<file path="src/rtl/fir_sample_source_pkg.sv">
`default_nettype none
// ============================================================================
//  Module   : fir_pkg
//  Purpose  : Shared definitions for the FIR test-sample source: sample width,
//             default strobe divider, pattern mode encodings, controller state
//             encoding and the combinational pattern function.
//  Revision : 1.0 - initial release
// ============================================================================
package fir_pkg;

    localparam int FIR_IN_W = 3;    // signed sample width fed to the FIR
    localparam int DIV_600K = 20;   // 12 MHz / 20 = 600 kHz sample rate
    localparam int NUM_W    = 8;    // burst length / sample index width

    typedef enum logic [1:0] {
        MODE_IMPULSE = 2'b00,
        MODE_STEP    = 2'b01,
        MODE_ALT     = 2'b10,
        MODE_RAMP    = 2'b11
    } fir_mode_e;

    typedef enum logic [1:0] {
        ST_IDLE = 2'd0,
        ST_RUN  = 2'd1,
        ST_DONE = 2'd2
    } fir_state_e;

    // Sample value for one index. Only the low bits of the index matter:
    // bit 0 gives the alternating parity, bits [2:0] are the ramp value.
    // phaseZero is true when the impulse period counter sits at 0.
    function automatic logic [FIR_IN_W-1:0] fnPattern(
        input fir_mode_e             mode,
        input logic [FIR_IN_W-1:0]   amp,
        input logic [FIR_IN_W-1:0]   nLow,
        input logic                  phaseZero
    );
        logic [FIR_IN_W-1:0] result;
        result = '0;
        case (mode)
            MODE_IMPULSE: result = phaseZero ? amp : '0;
            MODE_STEP:    result = amp;
            // Negation wraps in 3 bits, so -(-4) stays -4.
            MODE_ALT:     result = nLow[0] ? -amp : amp;
            MODE_RAMP:    result = nLow;
            default:      result = '0;
        endcase
        return result;
    endfunction

endpackage
`default_nettype wire

</file>
<file path="src/rtl/fir_sample_source_if.sv">
`default_nettype none
// ============================================================================
//  Module   : fir_sample_source_if
//  Purpose  : Control/sample bundle of the FIR test-sample source.
//  Signals  : iStart, iMode, iAmp, iPeriod, iNumSamples  (master -> source)
//             oEnSample_600kHz, oFirIn, oBusy, oDone      (source -> master)
//  Modports : master (controller / consumer side), slave (the source)
//  Revision : 1.0 - initial release
// ============================================================================
interface fir_sample_source_if
    import fir_pkg::*;
#(
    parameter int P_PERIOD_W = 7
);
    logic                   iStart;
    logic [1:0]             iMode;
    logic [FIR_IN_W-1:0]    iAmp;
    logic [P_PERIOD_W-1:0]  iPeriod;
    logic [NUM_W-1:0]       iNumSamples;
    logic                   oEnSample_600kHz;
    logic [FIR_IN_W-1:0]    oFirIn;
    logic                   oBusy;
    logic                   oDone;

    modport master (
        output iStart, iMode, iAmp, iPeriod, iNumSamples,
        input  oEnSample_600kHz, oFirIn, oBusy, oDone
    );

    modport slave (
        input  iStart, iMode, iAmp, iPeriod, iNumSamples,
        output oEnSample_600kHz, oFirIn, oBusy, oDone
    );
endinterface
`default_nettype wire

</file>
<file path="src/rtl/fir_sample_source_strobe_div.sv">
`default_nettype none
// ============================================================================
//  Module   : fir_strobe_div
//  Purpose  : Clear-able modulo-P_DIV counter. A clear produces a strobe in
//             the following cycle; after that a strobe appears every P_DIV
//             cycles while iEnable is high at the wrap.
//  Ports    : iClk_12MHz - clock
//             iRst       - synchronous active-high reset
//             iClear     - restart the count, strobe next cycle
//             iEnable    - allow the strobe at the wrap point
//             oStrobe    - registered one-cycle strobe
//             oWrap      - count is at P_DIV-1 (next edge starts a new period)
//  Revision : 1.0 - initial release
// ============================================================================
module fir_strobe_div #(
    parameter int P_DIV = fir_pkg::DIV_600K
) (
    input  logic iClk_12MHz,
    input  logic iRst,
    input  logic iClear,
    input  logic iEnable,
    output logic oStrobe,
    output logic oWrap
);

    localparam int               CNT_W    = (P_DIV > 1) ? $clog2(P_DIV) : 1;
    localparam logic [CNT_W-1:0] CNT_LAST = CNT_W'(P_DIV - 1);
    localparam logic [CNT_W-1:0] CNT_ONE  = CNT_W'(1);

    logic [CNT_W-1:0] r_cnt;
    logic             r_strobe;
    logic             w_wrap;

    assign w_wrap = (r_cnt == CNT_LAST);

    always_ff @(posedge iClk_12MHz) begin
        if (iRst) begin
            r_cnt    <= '0;
            r_strobe <= 1'b0;
        end else if (iClear) begin
            r_cnt    <= '0;
            r_strobe <= 1'b1;
        end else begin
            r_cnt    <= w_wrap ? '0 : r_cnt + CNT_ONE;
            r_strobe <= iEnable && w_wrap;
        end
    end

    assign oStrobe = r_strobe;
    assign oWrap   = w_wrap;

endmodule
`default_nettype wire

</file>
<file path="src/rtl/fir_sample_source.sv">
`default_nettype none
// ============================================================================
//  Module   : fir_sample_source
//  Purpose  : Generates bursts of test samples (impulse, step, alternating,
//             ramp) for a FIR filter at one sample per P_DIV clocks.
//  Ports    : iClk_12MHz - system clock
//             iRst       - synchronous active-high reset
//             bus        - fir_sample_source_if.slave: start/mode/amplitude/
//                          period/length in; strobe, sample, busy, done out
//  Revision : 1.0 - initial release
// ============================================================================
module fir_sample_source
    import fir_pkg::*;
#(
    parameter int P_DIV      = DIV_600K,
    parameter int P_PERIOD_W = 7
) (
    input  logic              iClk_12MHz,
    input  logic              iRst,
    fir_sample_source_if.slave bus
);

    localparam logic [P_PERIOD_W-1:0] PER_ONE = P_PERIOD_W'(1);
    localparam logic [NUM_W-1:0]      NUM_ONE = NUM_W'(1);

    fir_state_e             r_state;
    fir_mode_e              r_mode;
    logic [FIR_IN_W-1:0]    r_amp;
    logic [P_PERIOD_W-1:0]  r_perLast;   // period-1, with period 0 folded to 1
    logic [NUM_W-1:0]       r_numLast;   // N-1; N=0 wraps to 255 meaning 256
    logic [NUM_W-1:0]       r_n;         // index of the sample currently shown
    logic [P_PERIOD_W-1:0]  r_perCnt;    // n mod period, kept incrementally
    logic [FIR_IN_W-1:0]    r_firIn;
    logic                   r_busy;
    logic                   r_done;

    logic                   w_start;
    logic                   w_last;
    logic                   w_wrap;
    logic                   w_strobe;
    logic                   w_divEnable;
    logic [NUM_W-1:0]       w_nNext;
    logic [P_PERIOD_W-1:0]  w_perNext;
    fir_mode_e              w_inMode;

    assign w_inMode    = fir_mode_e'(bus.iMode);
    assign w_start     = (r_state == ST_IDLE) && bus.iStart;
    assign w_last      = (r_n == r_numLast);
    assign w_nNext     = r_n + NUM_ONE;
    assign w_perNext   = (r_perCnt == r_perLast) ? '0 : r_perCnt + PER_ONE;
    // Suppress the strobe that would follow the final sample period.
    assign w_divEnable = (r_state == ST_RUN) && !w_last;

    fir_strobe_div #(
        .P_DIV (P_DIV)
    ) u_div (
        .iClk_12MHz (iClk_12MHz),
        .iRst       (iRst),
        .iClear     (w_start),
        .iEnable    (w_divEnable),
        .oStrobe    (w_strobe),
        .oWrap      (w_wrap)
    );

    always_ff @(posedge iClk_12MHz) begin
        if (iRst) begin
            r_state   <= ST_IDLE;
            r_mode    <= MODE_IMPULSE;
            r_amp     <= '0;
            r_perLast <= '0;
            r_numLast <= '0;
            r_n       <= '0;
            r_perCnt  <= '0;
            r_firIn   <= '0;
            r_busy    <= 1'b0;
            r_done    <= 1'b0;
        end else begin
            case (r_state)
                ST_IDLE: begin
                    r_done  <= 1'b0;
                    r_firIn <= '0;
                    if (bus.iStart) begin
                        r_state   <= ST_RUN;
                        r_mode    <= w_inMode;
                        r_amp     <= bus.iAmp;
                        r_perLast <= (bus.iPeriod == '0) ? '0 : bus.iPeriod - PER_ONE;
                        r_numLast <= bus.iNumSamples - NUM_ONE;
                        r_n       <= '0;
                        r_perCnt  <= '0;
                        r_busy    <= 1'b1;
                        // Sample 0 goes out with the first strobe, so it is
                        // built from the live inputs rather than the captures.
                        r_firIn   <= fnPattern(w_inMode, bus.iAmp, '0, 1'b1);
                    end
                end

                ST_RUN: begin
                    if (w_wrap) begin
                        if (w_last) begin
                            r_state <= ST_DONE;
                            r_busy  <= 1'b0;
                            r_done  <= 1'b1;
                        end else begin
                            r_n      <= w_nNext;
                            r_perCnt <= w_perNext;
                            r_firIn  <= fnPattern(r_mode, r_amp,
                                                  w_nNext[FIR_IN_W-1:0],
                                                  (w_perNext == '0));
                        end
                    end
                end

                ST_DONE: begin
                    r_done  <= 1'b0;
                    r_firIn <= '0;
                    r_state <= ST_IDLE;
                end

                default: begin
                    r_state <= ST_IDLE;
                    r_busy  <= 1'b0;
                    r_done  <= 1'b0;
                end
            endcase
        end
    end

    assign bus.oEnSample_600kHz = w_strobe;
    assign bus.oFirIn           = r_firIn;
    assign bus.oBusy            = r_busy;
    assign bus.oDone            = r_done;

endmodule
`default_nettype wire

</file>
<file path="src/flat_wrapper.sv">
// flat-port wrapper written by rule: the top's interface ports become plain ports
module fir_sample_source_flat import fir_pkg::*;
#(
    parameter int P_DIV      = DIV_600K,
    parameter int P_PERIOD_W = 7
)
  (iClk_12MHz, iRst, bus_iStart, bus_iMode, bus_iAmp, bus_iPeriod, bus_iNumSamples, bus_oEnSample_600kHz, bus_oFirIn, bus_oBusy, bus_oDone);
  fir_sample_source_if #(.P_PERIOD_W(P_PERIOD_W)) bus_i ();
  input  logic iClk_12MHz;
  input  logic iRst;
  input wire logic [$bits(bus_i.iStart)-1:0] bus_iStart;
  input wire logic [$bits(bus_i.iMode)-1:0] bus_iMode;
  input wire logic [$bits(bus_i.iAmp)-1:0] bus_iAmp;
  input wire logic [$bits(bus_i.iPeriod)-1:0] bus_iPeriod;
  input wire logic [$bits(bus_i.iNumSamples)-1:0] bus_iNumSamples;
  output wire logic [$bits(bus_i.oEnSample_600kHz)-1:0] bus_oEnSample_600kHz;
  output wire logic [$bits(bus_i.oFirIn)-1:0] bus_oFirIn;
  output wire logic [$bits(bus_i.oBusy)-1:0] bus_oBusy;
  output wire logic [$bits(bus_i.oDone)-1:0] bus_oDone;
  assign bus_i.iStart = bus_iStart;
  assign bus_i.iMode = bus_iMode;
  assign bus_i.iAmp = bus_iAmp;
  assign bus_i.iPeriod = bus_iPeriod;
  assign bus_i.iNumSamples = bus_iNumSamples;
  assign bus_oEnSample_600kHz = bus_i.oEnSample_600kHz;
  assign bus_oFirIn = bus_i.oFirIn;
  assign bus_oBusy = bus_i.oBusy;
  assign bus_oDone = bus_i.oDone;
  fir_sample_source #(.P_DIV(P_DIV), .P_PERIOD_W(P_PERIOD_W)) u_core (.iClk_12MHz(iClk_12MHz), .iRst(iRst), .bus(bus_i));
endmodule
</file>
<file path="config.mk">
export PLATFORM = sky130hd
export DESIGN_NAME = fir_sample_source_flat
export DESIGN_NICKNAME = d
export VERILOG_FILES = /design/src/rtl/fir_sample_source_pkg.sv /design/src/rtl/fir_sample_source_if.sv /design/src/rtl/fir_sample_source_strobe_div.sv /design/src/rtl/fir_sample_source.sv /design/src/flat_wrapper.sv
export SDC_FILE = /design/constraint.sdc
export NUM_CORES = 1
export LEC_CHECK = 0
export CORE_AREA = 2 2 73 75
export DETAILED_ROUTE_END_ITERATION = 6
export DIE_AREA = 0 0 75 77
export GPL_TIMING_DRIVEN = 0
export PLACE_DENSITY = 0.74
export SKIP_LAST_GASP = 1
export SYNTH_ARGS = -nofsm -noshare
export SYNTH_HDL_FRONTEND = slang
export SYNTH_SLANG_ARGS = --single-unit
export TNS_END_PERCENT = 30
</file>
<file path="constraint.sdc">
create_clock -name iClk_12MHz -period 2.5 [get_ports iClk_12MHz]
set_input_delay 0.625 -clock iClk_12MHz [delete_from_list [all_inputs] [get_ports iClk_12MHz]]
set_output_delay 0.625 -clock iClk_12MHz [all_outputs]
set_load 0.03 [all_outputs]
</file>
Yosys cells after proc, flatten, opt, wreduce, memory -nomap -nowiden. Cells that the tools add are included.

Bits in registers: 48. Input bits: 23. Output and inout bits: 6. Word-level logic and storage cells: 82.

Add/sub/neg operators: 6. Equality and inequality tests: 15. Muxes and demuxes: 27. Bitwise logic cells: 2. Reductions and logical operators: 20.

Operators by type and width (count): 7-bit two-way mux (5); 8-bit two-way mux (3); 8-bit case mux with 2 select lines (1); 3-bit two-way mux (5); 7-bit zero test (2); 7-bit case mux with 2 select lines (1); 3-bit case mux with 4 select lines (1); 2-bit equality test, second input constant (5); 3-bit case mux with 3 select lines (1); 8-bit by 1-bit adder with 8-bit output, second input constant (1); 8-bit equality test (1); 4-bit AND reduction (2); 8-bit by 1-bit subtractor with 8-bit output, second input constant (1); 7-bit by 1-bit adder with 7-bit output, second input constant (1); 7-bit equality test (1); 7-bit by 1-bit subtractor with 7-bit output, second input constant (1); 2-bit by 1-bit equality test with 1-bit output, second input constant (3); 2-bit zero test (3); 2-bit two-way mux (3); 2-bit != test, second input constant (3); 3-bit case mux with 2 select lines (1); 3-bit AND reduction (2); 3-bit OR reduction (2); 5-bit by 1-bit adder with 5-bit output, second input constant (1); 13 further kinds (20).

Longest topological paths before layout.
Depth after elaboration: 8. Mapped depth: 8. Depth with buffers taken out: 7.

Modules after synthesis. Synthesis repeated with hierarchy kept, for this count alone.

Cells, all modules: 328. Area total of the unflattened synthesis: 2795.2 um2.

By module, submodules not included: fir_sample_source (instances 1, cells each 306, area each 2567.5 um2, sequential area each 840.8 um2); fir_strobe_div (instances 1, cells each 22, area each 227.7 um2, sequential area each 120.1 um2).

Worst setup path after synthesis. No wires, ideal clock.

Path type: register -> register. Start: register u_core.r_state[0]. End: register u_core.r_n[5]. Arrival time: 2.012 ns. Required time: 2.428 ns. Path slack: 0.416 ns. Stages on the path, launching flop included: 8. Path buffers: 0. Period minus slack after synthesis: 2.084 ns. Path through: dfxtp_1 > inv_1 > ha_1 > nor2b_1 > a21o_4 > a311o_1 > or4_1 > a21oi_1.

Cells in the longest elaborated chain, start to end: 3. Elaborated cells on any way between the ends: 8. Classes of those cells: 4 x eq/ne; 1 x mux; 3 x reduce/logical.

Ends and longest elaborated chain: start: declaration (line fir_sample_source.sv:26) `fir_state_e r_state;`; start signal: assignment (line fir_sample_source.sv:67) `r_state <= ST_IDLE;`; start signal: assignment (line fir_sample_source.sv:83) `r_state <= ST_RUN;`; start signal: assignment (line fir_sample_source.sv:100) `r_state <= ST_DONE;`; 2-bit by 1-bit equality test with 1-bit output / 2-bit zero test (equally long branches) (line fir_sample_source.sv:78) `case (r_state)`; 2-bit != test (no source line) / 2-bit nonzero test (equally long branches); 4-bit AND reduction (no source line); end signal: assignment (line fir_sample_source.sv:104) `r_n <= w_nNext;`; end: declaration (line fir_sample_source.sv:31) `logic [NUM_W-1:0] r_n;`.

Several ways; a longest one is shown, not always the timed one. A chain may end at the register's enable or synchronous reset.

Final worst setup path.
Start: input port bus_iStart. End: register u_core.r_n[5].

Cells in the longest elaborated chain, start to end: 2.

Ends and longest elaborated chain: start: declaration (line flat_wrapper.sv:11) `input wire logic [$bits(bus_i.iStart)-1:0] bus_iStart;`; 2-bit != test (no source line); 4-bit AND reduction (no source line).

Every way passes these cells.

==> out/metrics.yaml <==
run_status:
  run_status: "completed"
logic_synthesis:
  synthesis.nets: 356
  yosysTopAreaCellShare_pct: 35.56
  synthTopCellsByArea: "dfxtp_1, xnor2_1, ha_1"
  ys_async_sr_fraction_pct: 0
  synth-seq-cells: 48
  syn_area_mm2: 0.002703
  synthCells: 323
  synth_edf_count: 0
  yosys_warnings: 0
  synth_cell_type_count: 52
  avgSynthCellArea_um2: 8.367
  yosysTopAreaCell: "dfxtp_1"
  yosysSeqAreaShare_pct: 35.56
  synth_ff_type: "dfxtp_1"
pwr:
  power_density_mw_per_mm2: 794.5
  pwr-share-clk_pct: 19.2
  p_int_w: 0.001512
  p_comb_share_pct: 43.1
  p_sw_share_pct: 39.83
  leakagePower_nw: 1.108
  seq_power_share_pct: 37.7
  power.switching_w: 0.001001
  finalPower_w: 0.002513
  ir_worst_vdd_mv: 0.4237
timing:
  max_freq_mhz: 421.4
  setup_viol: 0
  period_needed_ns: 2.373
  final_max_slew_viol_count: 0
  slew_headroom_pct: 61.58
  fin_crit_sh_pct: 94.92
  rsz0062_at_grt: "no"
  holdWs_ns: 0.4521
  hold_viol: 0
  tns_ns: 0
  worst_pin_slew_ns: 0.5703
  clock_skew_ns: 0.007587
global_route:
  grt_antenna_before_repair: 0
  grt_usage_pct: 22.03
  grt_max_degree: 15
  grt_pass1_vias: 2270
  grt_overflow: 0
  grt_pass1_wl_um: 9977
worst_hold_path:
  worstHoldStart: "u_core.u_div.r_cnt[0]$_SDFF_PP0_"
  hold_path_end: "u_core.u_div.r_cnt[0]$_SDFF_PP0_"
  whs_path_depth: 1
  hold_path_class: "flip-flop to flip-flop"
placement:
  dp.final_hpwl_um: 4609
  dpl_cell_area_mm2: 0.003060
  gp_congestion: 0.8811
  io_buffer_count: 27
final_layout:
  fillers: 480
  drive_gt1_share_pct: 4.749
  seq_area_um2: 960.9
  synthToLayoutAreaGrowth_pct: 17.04
  multi_input_area_mm2: 0.001622
  antennaDiodeCount: 0
  stdcell_area_mm2: 0.003163
  nets: 390
  final_util_pct: 63.55
clock_tree:
  numCtsBuffers: 5
  cts.sinks: 48
  htreeDepth: 2
  clkTransAtPathRegs_ns: 0.09
  cts_tree: "yes"
  cts_max_path_buffers: 2
  worstSkewPairLatency_ns: 0.30
  post_cts_buffers: 0
  cts-root-buf: "clkbuf_8"
routing:
  vias: 2461
  firstDrtPassIters: 4
  drt_iter0_markers: 138
  drt-vias-per-instance: 5.750
  avgRoutedWirePerCell_um: 14.20
  wirelength_um: 6078
  remaining_drc_errors: 0
  ant_nets: 0
floorplan:
  fp.dieW_um: 75
  die_h_um: 77
  core_area_mm2: 0.004977
  pin_count: 29
  design.die.area_mm2: 0.005775
  start_util_pct: 54.30
  num_rows: 26
critical_path:
  cp_data_arrival_time_ns: 2.60
  start_kind: "input port"
  r2r_start: "u_core.r_state[0]$_SDFFE_PP0P_"
  critPathMaxStageDelay_ns: 0.53
  cp_slowest_cell: "clkdlybuf4s50_1"
  rrSetupSlack_ns: 0.16
  reg2reg_depth: 7
  reg2reg_to: "u_core.r_n[5]$_SDFFE_PP0P_"
  worstPathCellList: "clkdlybuf4s50_1 > nor2b_1 > a21o_4 > a311o_1 > or4_1 > a21oi_1"
  cp_max_fo: 9
  cp-end-kind: "flip-flop"
  crit_type: "input port to flip-flop"
  cp.required_ns: 2.73
flow_run:
  max_cap_violations: 0
worst max-delay path, delay by kind of cell:
| kind | cells | cell delay (ns) |
|---|---|---|
| simple gates | 2 | 0.61 |
| buf+inv | 1 | 0.53 |
| compound gates | 3 | 0.82 |
cell usage in the layout, fill, tap and decap left out, types with 3 or more instances in the layout:
cell type         n
o32ai_1           3
and2_1            6
a31oi_1           3
a211oi_1          9
o31ai_1           6
xnor2_1          18
or4_1             4
dfxtp_1          48
nor2_1           21
clkbuf_8          6
nor3_1           14
xor2_1           13
nand4_1           4
clkdlybuf4s50_1  27
o21ai_0          13
mux2i_1           7
nand3_1          14
ha_1             10
a2111oi_0         3
inv_1            14
clkbuf_1         12
o211ai_1          3
nand2b_1          3
nand2_1          32
a21oi_1          17
area by class of cell:
| class | count | area share (%) |
|---|---|---|
| Buffer | 17 | 2.453 |
| Clock buffer | 6 | 2.611 |
| Clock inverter | 2 | 0.3165 |
| Inverter | 14 | 1.661 |
| Multi-Input combinational cell | 244 | 51.27 |
| Sequential cell | 48 | 30.38 |
| Tap cell | 70 | 2.769 |
| Timing Repair Buffer | 27 | 8.544 |
timing repair:
action	4_1_cts	5_1_grt
endpoints found under the setup margin	0	7
resized for setup	0	3
hold buffers	0	0
power groups by stage:
stage	registers (W)	clock network [W]	logic [W]
after global routing	0.000962	0.000512	0.00120
after floorplan	0.000988	0	0.000735
after CTS	0.000948	0.000487	0.00106
after detailed placement	0.000967	0	0.00105
final	0.000946	0.000483	0.00108
after global placement	0.000963	0	0.00104
metrics by stage:
step,setup slack [ns],instances
after global placement,-0.1634,420
after global routing,0.004016,428
after floorplan,0.4162,323
after detailed placement,-0.1596,420
after CTS,0.04983,428
final,0.1270,428
kinds of logic (layout without fill, tap and decap cells):
group	Yosys count	after routing	share of synthesized area, %
AOI/OAI and AO/OA	82	82	21.06
xor gates and xnor gates	31	31	10.05
adders and majority gates	10	10	4.630
buffers and inverters	31	66	4.815
DFF	48	48	35.56
muxes	7	7	2.593
and+or+nand+nor	114	114	21.30
Yosys cell counts, drive strengths merged, types with 5 or more instances:
cell type  instances
dfxtp             48
nand2             32
nor2              21
xnor2             18
a21oi             17
o21ai             15
inv               14
nand3             14
nor3              14
xor2              13
clkbuf            12
ha                10
a211oi             9
mux2i              7
o31ai              7
and2               6
buf                5
sequential cells by signal (all words and copies together), names as in the netlist:
signal / flops
u_core.r_numLast: 8
u_core.bus.oDone: 1
u_core.r_mode: 2
u_core.r_n: 8
u_core.r_state: 2
u_core.r_amp: 3
u_core.u_div.oStrobe: 1
u_core.bus.oBusy: 1
u_core.bus.oFirIn: 3
u_core.r_perLast: 7
u_core.u_div.r_cnt: 5
u_core.r_perCnt: 7
worst max-delay path by stage:
| stage | start | cells past startpoint | to | slack (ns) |
|---|---|---|---|---|
| 2_1_floorplan | u_core.r_state[0]$_SDFFE_PP0P_ | 7 | u_core.r_n[5]$_SDFFE_PP0P_ | 0.42 |
| 3_3_place_gp | bus_iStart | 6 | u_core.r_n[5]$_SDFFE_PP0P_ | -0.16 |
| 3_5_place_dp | bus_iStart | 6 | u_core.r_n[5]$_SDFFE_PP0P_ | -0.16 |
| 4_1_cts | u_core.r_state[1]$_SDFFE_PP0P_ | 8 | u_core.bus.oFirIn[1]$_SDFFE_PP0P_ | 0.05 |
| 5_1_grt | u_core.r_state[0]$_SDFFE_PP0P_ | 7 | u_core.r_n[5]$_SDFFE_PP0P_ | 0.004 |
| 6_report | bus_iStart | 6 | u_core.r_n[5]$_SDFFE_PP0P_ | 0.13 |
routing by layer:
metal | GRT usage [%] | up-vias | share of wire, %
met3 | 3.942 | 6 | 4.9
met5 | 0 | - | 0
met4 | 6.250 | 0 | 0.87
li1 | - | 1245 | -
met1 | 28.43 | 1149 | 47
met2 | 36.93 | 61 | 48
(Power assumes the default switching activity.)
